==> config.mk <==
export PLATFORM = sky130hd
export DESIGN_NAME = handshake_rr_merge
export DESIGN_NICKNAME = d
export VERILOG_FILES = /design/src/rtl/handshake_pkg.sv /design/src/rtl/handshake_skid2.sv /design/src/rtl/handshake_rr_merge.sv
export SDC_FILE = /design/constraint.sdc
export NUM_CORES = 1
export LEC_CHECK = 0
export CELL_PAD_IN_SITES_DETAIL_PLACEMENT = 2
export CELL_PAD_IN_SITES_GLOBAL_PLACEMENT = 2
export CORE_ASPECT_RATIO = 0.75
export CORE_MARGIN = 2
export CORE_UTILIZATION = 31
export CTS_BUF_LIST = sky130_fd_sc_hd__clkbuf_8
export DETAILED_ROUTE_END_ITERATION = 12
export GPL_ROUTABILITY_DRIVEN = 0
export PLACE_DENSITY_LB_ADDON = 0.1
export SKIP_LAST_GASP = 1
export SLEW_MARGIN = 20
export SYNTH_ARGS = -nofsm -noshare
export SYNTH_HDL_FRONTEND = slang
export SYNTH_SLANG_ARGS = --single-unit
==> constraint.sdc <==
create_clock -name CLK -period 5.8 [get_ports CLK]
set_clock_uncertainty 0.1 [all_clocks]
set_input_delay 1.16 -clock CLK [delete_from_list [all_inputs] [get_ports CLK]]
set_output_delay 1.16 -clock CLK [all_outputs]
set_load 0.01 [all_outputs]
==> src/rtl/handshake_pkg.sv <==
// handshake_pkg: shared widths and buffer entry type for the round-robin merge.
package handshake_pkg;
  localparam int N_REQ = 3;
  localparam int WIDTH = 4;
  localparam int ID_W = $clog2(N_REQ);
  typedef struct packed {
    logic [WIDTH-1:0] in1;
    logic [WIDTH-1:0] in2;
    logic [ID_W-1:0]  id;
  } merge_entry_t;
endpackage

==> src/rtl/handshake_skid2.sv <==
// handshake_skid2: 2-entry registered FIFO over merge_entry_t.
module handshake_skid2
  import handshake_pkg::*;
(
  input  logic         clk,
  input  logic         rst,
  input  logic         push,
  input  logic         pop,
  input  merge_entry_t din,
  output logic         space,
  output merge_entry_t head,
  output logic [1:0]   count
);
  merge_entry_t e0, e1;
  logic wr, rd;
  assign space = count < 2'd2;
  assign wr = push & space;
  assign rd = pop & (count != 2'd0);
  assign head = e0;
  // e0 is always the head; a write lands in the first slot left free after any pop
  always_ff @(posedge clk) begin
    if (rst) begin
      count <= 2'd0;
      e0 <= '0;
      e1 <= '0;
    end else begin
      if (rd) e0 <= e1;
      if (wr && (count - {1'b0, rd}) == 2'd0) e0 <= din;
      if (wr && (count - {1'b0, rd}) == 2'd1) e1 <= din;
      count <= count + {1'b0, wr} - {1'b0, rd};
    end
  end
endmodule

==> src/rtl/handshake_rr_merge.sv <==
// handshake_rr_merge: round-robin merge of N_REQ ready/valid streams into one
// stream through a registered 2-entry buffer, tagging each beat with its source.
module handshake_rr_merge
  import handshake_pkg::*;
(
  input  logic                   CLK,
  input  logic                   RESET,
  input  logic [N_REQ-1:0]       req_valid,
  output logic [N_REQ-1:0]       req_ready,
  input  logic [N_REQ*WIDTH-1:0] req_in1,
  input  logic [N_REQ*WIDTH-1:0] req_in2,
  output logic                   out_valid,
  input  logic                   out_ready,
  output logic [WIDTH-1:0]       out_in1,
  output logic [WIDTH-1:0]       out_in2,
  output logic [ID_W-1:0]        out_id,
  output logic [1:0]             occupancy
);
  logic [ID_W-1:0] rr_ptr, g, idx;
  logic [ID_W:0] sum;
  logic hit, space, push;
  logic [1:0] count;
  merge_entry_t head, din;
  // descending scan so the last hit is the one closest to rr_ptr
  always_comb begin
    g = '0;
    hit = 1'b0;
    sum = '0;
    idx = '0;
    for (int k = N_REQ - 1; k >= 0; k--) begin
      sum = {1'b0, rr_ptr} + (ID_W+1)'(k);
      idx = sum >= (ID_W+1)'(N_REQ) ? ID_W'(sum - (ID_W+1)'(N_REQ)) : ID_W'(sum);
      if (req_valid[idx]) begin
        g = idx;
        hit = 1'b1;
      end
    end
    req_ready = '0;
    if (space && hit && !RESET) req_ready[g] = 1'b1;
  end
  assign push = |(req_valid & req_ready);
  assign din = {req_in1[int'(g)*WIDTH +: WIDTH], req_in2[int'(g)*WIDTH +: WIDTH], g};
  always_ff @(posedge CLK) begin
    if (RESET) rr_ptr <= '0;
    else if (push) rr_ptr <= g == ID_W'(N_REQ - 1) ? '0 : g + 1'b1;
  end
  handshake_skid2 u_buf (
    .clk(CLK),
    .rst(RESET),
    .push(push),
    .pop(out_valid & out_ready),
    .din(din),
    .space(space),
    .head(head),
    .count(count)
  );
  assign out_valid = count != 2'd0;
  assign out_in1 = head.in1;
  assign out_in2 = head.in2;
  assign out_id = head.id;
  assign occupancy = count;
endmodule

* Word-level counts from Yosys, hierarchy flattened *
Index checks and enable logic that the tools add are counted.

operators by class
  shifts and indexed selects = 2
  equality and inequality tests = 2
  multiplexer cells = 21
  bitwise logic cells = 4
  reductions and logical operators = 10
  add/sub/neg operators = 9
  $lt $le $gt $ge = 9

operators with widths
  kind                 number
  $shiftx 12x5->4      2
  $mux 10              2
  $mux 2               7
  $lt 2x3->1 const B   4
  $mux 1               7
  $bmux 1 s2           3
  $ge 3x2->1 const B   2
  $sub 2x2->2 const B  3
  $logic_and 1x1->1    5
  $reduce_bool 2->1    2
  $sub 2x1->2          2
  $add 2x1->3 const B  1
  $add 2x2->3 const B  1
  $and 1x1->1          3
  $and 3x3->3          1
  $mux 3               1
  $reduce_or 3->1      1
  $add 2x1->2          1
  $add 2x1->2 const B  1
  $demux 1 s2          1
  $eq 2x1->1 const B   1
  $eq 2x2->1 const B   1
  $ge 2x1->1 const B   1
  $ge 2x2->1 const B   1
  other kinds (3)      3

storage, ports and cells
  output and inout port bits = 16
  logic and storage cells = 65
  bits in registers = 24
  input port bits = 30

* Depth between registers and ports, before layout *
Gate-level depths: netlist of run 1.

  word-level depth = 18
  mapped depth = 13
  gate-level depth less buffers = 12

* Hierarchy *
Synthesis of run 1 repeated with hierarchy kept, for this count alone.

unflattened totals
  cell total of the unflattened synthesis = 192
  area, all modules = 1,483.9 µm²

modules (own cells, without submodules)
  module              seq. area each (µm²)  area each (µm²)  cells an instance  times used
  handshake_skid2     440.4                 935.9            115                1
  handshake_rr_merge  40.0                  548.0            77                 1

* Least setup slack after synthesis of run 1 *
No wires, ideal clock.

  path kind = input to output
  start = in req_valid[2]
  end = out req_ready[1]
  path buffers = 0
  arrival = 2.491 ns
  required time = 4.540 ns
  stages = 5
  setup slack = 2.049 ns
  path through = mux2_2 a221o_1 o21ai_1 nand2b_1 nor2b_1

on the way
  cells in the longest elaborated chain, start to end = 10
  elaborated cells on any way between the ends = 20
  classes of those cells = 2 x order compare; 15 x mux; 3 x reduce/logical

ends and longest elaborated chain
  what                                                            line                      RTL
  from (decl)                                                     handshake_rr_merge.sv:8   input logic [N_REQ-1:0] req_valid,
  $bmux 1 s2                                                      handshake_rr_merge.sv:33  if (req_valid[idx]) begin
  $mux 1 (not written as such)                                    handshake_rr_merge.sv:33
  $mux 2 (3 in series)                                            handshake_rr_merge.sv:33
  $lt 2x3->1 (not written as such) or $ge 2x1->1 (tied branches)  handshake_rr_merge.sv:39  if (space && hit && !RESET) req_ready[g] = 1'b1;
  $logic_and 1x1->1 (not written as such)                         handshake_rr_merge.sv:39
  $mux 1 (not written as such)                                    handshake_rr_merge.sv:39
  $demux 1 s2                                                     handshake_rr_merge.sv:39
  $mux 3 (*)                                                      handshake_rr_merge.sv:39
  to (decl)                                                       handshake_rr_merge.sv:9   output logic [N_REQ-1:0] req_ready,

Mark *: on every way between the ends. The rest lies on a longest branch, timed or not. The select of a mux whose other input is x is not followed.

* Final worst setup path of run 1 *
  start = in req_valid[1]
  end = out req_ready[1]

Same word-level chain as after synthesis.

==> load_flow_metrics.sql, run 1 <==
INSERT INTO impl_metrics (metric_group, metric, value, unit) VALUES
('outcome', 'run_status', 'finished, final reports clean', ''),
('timing', 'max_slew.worst_pin.slew', '0.8552', 'ns'),
('cts', 'holdBufCountCts', '0', ''),
('place', 'place_ws', '0.7646', 'ns'),
('cts', 'numClockSinks', '24', ''),
('floorplanning', 'die-width', '87.22', 'µm'),
('synth', 'synth.yosys.warnings', '0', ''),
('global_route', 'maximum_number_of_pins_on_one_net_before_global_route_repair', '28', ''),
('global_route', 'number_of_global_route_vias_before_repair', '1614', ''),
('power', 'sequentialPowerShare', '22.9', '%'),
('job', 'maxCapViolations', '0', ''),
('place', 'dpl.cell_count', '277', ''),
('setup_path', 'path_class', 'in2out', ''),
('floorplanning', 'core_area', '0.004955', 'mm²'),
('timing', 'setup_viol', '0', ''),
('synth', 'synthDistinctLibCells', '39', ''),
('timing', 'fin_ws', '0.7546', 'ns'),
('place', 'port-buffer-count', '45', ''),
('floorplanning', 'dieHeight', '66.42', 'µm'),
('synth', 'dominantRegCellSynth', 'sky130_fd_sc_hd__dfxtp_1', ''),
('global_route', 'global_route_wire_length_before_repair', '8514', 'µm'),
('drt', 'route.detailed.wl_per_inst', '19.25', 'µm'),
('timing', 'finalHoldViolations', '0', ''),
('min_path', 'hold-path-cell-count', '2', ''),
('global_route', 'grt_overflow', '0', ''),
('drt', 'vias_per_cell', '5.384', ''),
('setup_path', 'worst_path_max_delay_cell', 'sky130_fd_sc_hd__o21ai_1', ''),
('min_path', 'holdPathEnd', 'u_buf.e1[0]', ''),
('timing', 'min_period', '5.045', 'ns'),
('floorplanning', 'initial_core_util', '32.50', '%'),
('setup_path', 'reg2regPathDepth', '12', ''),
('synth', 'yosysSeqAreaShare', '29.84', '%'),
('power', 'powerDensity', '478.7', 'mW/mm²'),
('cts', 'cts_tree', 'built', ''),
('synth', 'ys_seq_elements', '24', ''),
('drt', 'top_layer_used', 'met4', ''),
('place', 'dp.final_hpwl', '4154', 'µm'),
('floorplanning', 'floorplan_die_area', '0.005793', 'mm²'),
('power', 'power.leakage', '0.8213', 'nW'),
('cells_and_area', 'layout-drive-gt1-share', '17.19', '%'),
('timing', 'finalSetupTns', '0', 'ns'),
('synth', 'synth_enable_flop_cells', '0', ''),
('synth', 'synthesized_area_per_cell', '9.047', 'µm²'),
('cts', 'clk_pin_slew', '0.09', 'ns'),
('power', 'power.combinational.fraction', '62.7', '%'),
('power', 'worst_case_vdd_ir_drop', '169.2', 'µV'),
('cts', 'clockBufferDepth', '2', ''),
('cts', 'tritoncts_buffer_count', '3', ''),
('setup_path', 'start_kind', 'input pin', ''),
('drt', 'via_count', '1513', ''),
('cells_and_area', 'design.final.nets', '258', ''),
('timing', 'maxSlewHeadroom', '42.56', '%'),
('cts', 'h_tree_level_count', '1', ''),
('floorplanning', 'top_level_ports', '46', ''),
('synth', 'syn-cell-area', '0.001610', 'mm²'),
('min_path', 'class_of_the_tightest_hold_or_removal_check', 'reg2reg', ''),
('setup_path', 'critical_path.endpoint_type', 'output pin', ''),
('cells_and_area', 'leading_cell_types_in_the_layout_fill_and_taps_excluded', 'sky130_fd_sc_hd__clkdlybuf4s50_1 (45), sky130_fd_sc_hd__nand2_1 (24), sky130_fd_sc_hd__dfxtp_1 (24)', ''),
('drt', 'firstDrtPassIters', '4', ''),
('cells_and_area', 'layout_commonest_cell', 'sky130_fd_sc_hd__clkdlybuf4s50_1', ''),
('setup_path', 'critical-path-top-cell-by-count', 'sky130_fd_sc_hd__clkdlybuf4s50_1', ''),
('power', 'power.share.clock', '14.3', '%'),
('cells_and_area', 'final_util', '44.14', '%'),
('cts', 'root_buffer', 'sky130_fd_sc_hd__clkbuf_8', ''),
('floorplanning', 'fp-row-count', '22', ''),
('cells_and_area', 'instances_no_fill', '281', ''),
('synth', 'synthesis.instances', '178', ''),
('power', 'switchingPower', '441.1', 'µW'),
('drt', 'drcViolationCount', '0', ''),
('setup_path', 'crit_chain', 'clkdlybuf4s50_1, mux2i_1, o21ai_2, a221o_1, o21ai_1, nand2b_1, nor2b_1, clkdlybuf4s50_1', ''),
('cts', 'postCtsSetupBuffers', '0', '');
[registers in the layout, indices dropped and copies added (netlist names)]
register,cells
u_buf.head,10
u_buf.e1,10
rr_ptr,2
u_buf.count,2
[power by group through the flow]
| stage | clock network [mW] | registers, mW | logic [mW] |
|---|---|---|---|
| floorplan | 0 | 0.250 | 0.425 |
| global placement | 0 | 0.238 | 0.628 |
| detailed placement | 0 | 0.243 | 0.657 |
| CTS | 0.154 | 0.240 | 0.661 |
| global route | 0.162 | 0.246 | 0.712 |
| finish | 0.150 | 0.240 | 0.657 |
[routing by layer]
metal / up-vias / global-route usage [%]
met5: - / 0
met4: 0 / 3.462
met3: 4 / 3.246
met2: 38 / 35.02
met1: 761 / 24.51
li1: 710 / -
[worst max-delay path: cells and delay by family]
kind | cells | cell delay (ns)
AOI/OAI and AO/OA | 3 | 0.99
buffers and inverters | 2 | 0.97
and+or+nand+nor | 2 | 0.29
muxes | 1 | 0.38
[per-stage QoR]
stage	hold slack, ns	area [µm²]	power (mW)
finish	0.3941	2187	1.047
global route	0.4307	2187	1.120
CTS	0.4058	2187	1.055
detailed placement	0.3912	2116	0.9003
global placement	0.3626	2116	0.8666
floorplan	0.3494	1610	0.6752
[logic make-up (layout without fill, tap and decap cells)]
logic type                 after synthesis  in the layout  share of synthesized area, %
and+or+nand+nor                         63             63                         22.30
xor gates and xnor gates                 2              2                         1.088
muxes                                   30             30                         20.12
adders and majority gates                6              6                         4.662
buffers and inverters                   17             60                         4.506
AOI/OAI and AO/OA                       36             36                         17.48
DFF                                     24             24                         29.84
[cell usage after synthesis (2+ instances only)]
master / instances / area (µm²)
sky130_fd_sc_hd__nand2b_1: 5 / 31.28
sky130_fd_sc_hd__nand2_1: 24 / 90.09
sky130_fd_sc_hd__dfxtp_1: 24 / 480.5
sky130_fd_sc_hd__clkbuf_1: 6 / 22.52
sky130_fd_sc_hd__mux2i_1: 11 / 110.1
sky130_fd_sc_hd__nand3b_1: 3 / 22.52
sky130_fd_sc_hd__ha_1: 6 / 75.07
sky130_fd_sc_hd__nor2b_1: 13 / 81.33
sky130_fd_sc_hd__nor4_4: 2 / 42.54
sky130_fd_sc_hd__nor2_1: 8 / 30.03
sky130_fd_sc_hd__or2_2: 3 / 18.77
sky130_fd_sc_hd__o2bb2ai_1: 8 / 70.07
sky130_fd_sc_hd__a21oi_1: 12 / 60.06
sky130_fd_sc_hd__mux2_2: 19 / 214.0
sky130_fd_sc_hd__inv_1: 8 / 30.03
sky130_fd_sc_hd__o21ai_0: 3 / 15.01
[area by class of cell]
cell class / instances / area, µm²
Inverter: 8 / 30.03
Fill cell: 540 / 2768
Timing Repair Buffer: 48 / 473.0
Multi-Input combinational cell: 137 / 1057
Tap cell: 60 / 75.07
Clock buffer: 3 / 41.29
Clock inverter: 1 / 30.03
Sequential cell: 24 / 480.5
[worst max-delay path by stage]
stage | startpoint | endpoint | depth (start not counted) | slack [ns]
detailed placement | req_valid[1] | req_ready[1] | 8 | 0.76
global route | req_valid[0] | req_ready[1] | 8 | 0.53
finish | req_valid[1] | req_ready[1] | 8 | 0.75
CTS | req_valid[1] | req_ready[1] | 8 | 0.74
global placement | req_valid[1] | req_ready[1] | 8 | 0.96
floorplan | req_valid[2] | req_ready[1] | 5 | 2.05
Note: power is estimated with default switching activity, not from simulation.
==> run 2, diff against run 1 <==
--- a/config.mk
+++ b/config.mk
@@ -9,7 +9,7 @@
 export CELL_PAD_IN_SITES_GLOBAL_PLACEMENT = 2
 export CORE_ASPECT_RATIO = 0.75
 export CORE_MARGIN = 2
-export CORE_UTILIZATION = 31
+export CORE_UTILIZATION = 28
 export CTS_BUF_LIST = sky130_fd_sc_hd__clkbuf_8
 export DETAILED_ROUTE_END_ITERATION = 12
 export GPL_ROUTABILITY_DRIVEN = 0
@@ -18,4 +18,6 @@
 export SLEW_MARGIN = 20
 export SYNTH_ARGS = -nofsm -noshare
 export SYNTH_HDL_FRONTEND = slang
+export SYNTH_HIERARCHICAL = 1
 export SYNTH_SLANG_ARGS = --single-unit
+export TNS_END_PERCENT = 50
==> run 2 against run 1 <==
  * Flip-flop and latch count is the same
  * Largest power group unchanged
  * Maximum frequency up 2.7%
  * Via count rose by 2.4%
==> load_flow_metrics.sql, run 2 <==
INSERT INTO impl_metrics (metric_group, metric, value, unit) VALUES
('synth', 'synth_enable_flop_cells', '0', ''),
('floorplanning', 'die-width', '88.06', 'µm'),
('synth', 'ys_seq_elements', '24', ''),
('drt', 'vias_per_cell', '5.062', ''),
('synth', 'syn-cell-area', '0.001484', 'mm²'),
('cts', 'tritoncts_buffer_count', '3', ''),
('setup_path', 'critical-path-top-cell-by-count', 'sky130_fd_sc_hd__clkdlybuf4s50_1', ''),
('floorplanning', 'fp-row-count', '22', ''),
('cts', 'post_cts_resize_count', '0', ''),
('synth', 'post-synth-top-area-fraction', '32.38', '%'),
('drt', 'via_count', '1549', ''),
('job', 'maxCapViolations', '0', ''),
('setup_path', 'critical_path_buf_inv_count', '2', ''),
('cts', 'root_buffer', 'sky130_fd_sc_hd__clkbuf_8', ''),
('synth', 'dominantRegCellSynth', 'sky130_fd_sc_hd__dfxtp_1', ''),
('place', 'port-buffer-count', '45', ''),
('floorplanning', 'top_level_ports', '46', ''),
('setup_path', 'worst_path_max_delay_cell', 'sky130_fd_sc_hd__clkdlybuf4s50_1', ''),
('cells_and_area', 'design.final.nets', '272', ''),
('drt', 'drt_wl_total', '5179', 'µm'),
('cts', 'worst_skew_pair.late_latency', '0.28', 'ns'),
('cts', 'cts_tree', 'built', ''),
('timing', 'maxSlewHeadroom', '45.05', '%'),
('cts', 'holdBufCountCts', '0', ''),
('timing', 'max_slew.worst_pin.slew', '0.8217', 'ns'),
('global_route', 'grt_antenna_before_repair', '0', ''),
('drt', 'firstDrtPassIters', '4', ''),
('timing', 'min_period', '4.912', 'ns'),
('cells_and_area', 'leading_cell_types_in_the_layout_fill_and_taps_excluded', 'sky130_fd_sc_hd__clkdlybuf4s50_1 (45), sky130_fd_sc_hd__nand2_1 (44), sky130_fd_sc_hd__dfxtp_1 (24)', ''),
('outcome', 'run_status', 'finished, final reports clean', ''),
('cells_and_area', 'final_area', '0.002057', 'mm²'),
('setup_path', 'path_max_fanout', '19', ''),
('setup_path', 'critPathArrivalTime', '3.65', 'ns'),
('timing', 'fmax', '203.6', 'MHz'),
('drt', 'drt_first_iter_violations', '66', ''),
('floorplanning', 'dieHeight', '67.05', 'µm'),
('cts', 'h_tree_level_count', '1', ''),
('synth', 'synth-compound-area-share', '25.89', '%'),
('synth', 'post_synth_fa_ha_maj_area_fraction', '5.902', '%'),
('global_route', 'maximum_number_of_pins_on_one_net_before_global_route_repair', '26', ''),
('setup_path', 'worst-endpoint-required', '4.54', 'ns'),
('synth', 'simple_gate_portion_of_the_synthesized_area', '24.28', '%'),
('synth', 'synthesis.instances', '192', ''),
('synth', 'synthDistinctLibCells', '40', ''),
('cts', 'clk_pin_slew', '0.10', 'ns'),
('cts', 'numClockSinks', '24', ''),
('timing', 'finalSetupTns', '0', 'ns'),
('place', 'dp.final_hpwl', '3930', 'µm'),
('setup_path', 'start_kind', 'input pin', ''),
('cts', 'clockBufferDepth', '2', ''),
('setup_path', 'timing.critical_path.max_delay_family', 'buffers and inverters', ''),
('setup_path', 'critical_path.endpoint_type', 'output pin', ''),
('setup_path', 'cp-startpoint', 'req_valid[1]', ''),
('power', 'worst_case_vdd_ir_drop', '194.3', 'µV'),
('synth', 'synth.yosys.warnings', '6', ''),
('timing', 'rsz_0062_raised_after_global_routing', 'no', ''),
('setup_path', 'start_of_the_worst_register_to_register_path', 'rr_ptr[0]', ''),
('cells_and_area', 'area_delta_synth_final', '38.62', '%'),
('global_route', 'gr-usage-all-layers', '18.86', '%'),
('floorplanning', 'core_area', '0.005010', 'mm²'),
('drt', 'drt.antenna.violating_nets', '0', ''),
('synth', 'yosysSeqAreaShare', '32.38', '%'),
('synth', 'post-synth-top-count-cell', 'sky130_fd_sc_hd__nand2_1', ''),
('drt', 'drcViolationCount', '0', ''),
('cts', 'postCtsSetupBuffers', '0', ''),
('cells_and_area', 'fill_cells', '560', ''),
('power', 'powerDensity', '456.9', 'mW/mm²'),
('synth', 'postSynthNetCount', '229', ''),
('setup_path', 'path_class', 'in2out', ''),
('global_route', 'global_route_wire_length_before_repair', '8521', 'µm'),
('power', 'power.leakage', '0.7599', 'nW'),
('timing', 'fin_crit_sh', '84.70', '%'),
('global_route', 'grt_overflow', '0', ''),
('timing', 'finalHoldViolations', '0', ''),
('timing', 'slew_viol_final', '0', ''),
('cells_and_area', 'layout_commonest_cell', 'sky130_fd_sc_hd__clkdlybuf4s50_1', ''),
('floorplanning', 'floorplan_die_area', '0.005904', 'mm²'),
('min_path', 'hold_start', 'u_buf/e1[0]', ''),
('cells_and_area', 'insertedDiodeCount', '0', ''),
('synth', 'synth.top_cells.by_area', 'sky130_fd_sc_hd__dfxtp_1 (32%), sky130_fd_sc_hd__nand2_1 (11%), sky130_fd_sc_hd__a311oi_1 (5.9%)', ''),
('cells_and_area', 'layout-drive-gt1-share', '6.410', '%'),
('synth', 'synthesized_area_per_cell', '7.729', 'µm²'),
('drt', 'route.detailed.wl_per_inst', '16.92', 'µm'),
('setup_path', 'critical_path.max_stage_delay', '0.55', 'ns'),
('setup_path', 'crit_chain', 'clkdlybuf4s50_1, mux2i_1, nand2_1, a22oi_4, or2_1, nor2_1, clkdlybuf4s50_1', ''),
('synth', 'muxShareOfSynthArea', '1.433', '%'),
('min_path', 'class_of_the_tightest_hold_or_removal_check', 'reg2reg', ''),
('synth', 'synth_top_cells_by_count', 'sky130_fd_sc_hd__nand2_1 (44), sky130_fd_sc_hd__dfxtp_1 (24), sky130_fd_sc_hd__inv_1 (18)', ''),
('global_route', 'number_of_global_route_vias_before_repair', '1750', ''),
('synth', 'post_synthesis_xor_xnor_area_fraction', '1.180', '%'),
('floorplanning', 'initial_core_util', '29.62', '%'),
('synth', 'yosys.area.top_type', 'sky130_fd_sc_hd__dfxtp_1', ''),
('synth', 'asyncSetResetFlopFracSynth', '0', '%'),
('timing', 'setup_viol', '0', ''),
('synth', 'synth_top_family_by_area', 'compound AO/OA/AOI/OAI gates', ''),
('place', 'dpl-instance-area', '0.001986', 'mm²');
run 2: cell count changes after synthesis, moves of 5 or more:
cell,delta
sky130_fd_sc_hd__nand2_1,+20
sky130_fd_sc_hd__mux2_2,-18
sky130_fd_sc_hd__a311oi_1,+10
sky130_fd_sc_hd__inv_1,+10
sky130_fd_sc_hd__mux2i_1,-10
sky130_fd_sc_hd__nor2b_1,-10
sky130_fd_sc_hd__o21ai_1,+8
sky130_fd_sc_hd__o2bb2ai_1,-8
sky130_fd_sc_hd__a22oi_1,+6
sky130_fd_sc_hd__nor2_1,+5
run 2: tightest hold or removal path, stage by stage (launching register included):
cell and delay (ns):
sky130_fd_sc_hd__dfxtp_1 0.32, sky130_fd_sc_hd__nand2_1 0.05, sky130_fd_sc_hd__a21oi_1 0.05
run 2: final cells by class:
type | instances | area, µm² | share of cell area [%]
clock buffer | 3 | 41.29 | 2.007
clock inverter | 1 | 30.03 | 1.460
inverter | 19 | 71.32 | 3.467
multi-input combinational | 139 | 870.8 | 42.34
sequential | 24 | 480.5 | 23.36
tap | 72 | 90.09 | 4.380
timing repair buffer | 48 | 473.0 | 22.99
run 2: where the power goes:
part | switching, mW | total [mW] | internal [mW]
Combinational | 0.293 | 0.536 | 0.243
Clock | 0.0594 | 0.152 | 0.0925
Sequential | 0.0346 | 0.252 | 0.217
run 2: worst paths after layout:
kind / end / slack [ns] / cells past startpoint
worst min-delay path: u_buf/e1[0] / 0.36 / 2
worst min register to register: u_buf/e1[0] / 0.36 / 2
worst max register to register: u_buf/head[6] / 2.21 / 9
worst max-delay path: req_ready[0] / 0.89 / 7
run 2: cell families (layout without fill, tap and decap cells):
family	after synthesis	count (layout)
xor gates and xnor gates	2	2
buffers and inverters	29	71
DFF	24	24
and+or+nand+nor	76	76
adders and majority gates	7	7
muxes	2	2
AOI/OAI and AO/OA	52	52
run 2: per-layer routing:
layer  vias to the layer above  global-route usage, %  routed length (µm)
li1                        750                      -                   -
met1                       761                  24.93                2522
met2                        34                  32.67                2432
met3                         4                  2.850                 186
met4                         0                  3.788                  38
met5                         -                      0                   0
run 2: stage by stage:
stage / setup slack [ns] / hold WS, ns / power [mW] / instances / utilization, %
final: 0.8876 / 0.3637 / 0.9399 / 306 / 41.06
after global routing: 0.6369 / 0.3995 / 1.020 / 306 / 41.06
after CTS: 0.8519 / 0.3675 / 0.9528 / 306 / 41.06
after detailed placement: 0.8555 / 0.3521 / 0.7970 / 302 / 39.64
after global placement: 1.077 / 0.3423 / 0.7620 / 302 / 39.64
after floorplan: 2.276 / 0.3366 / 0.5854 / 192 / -
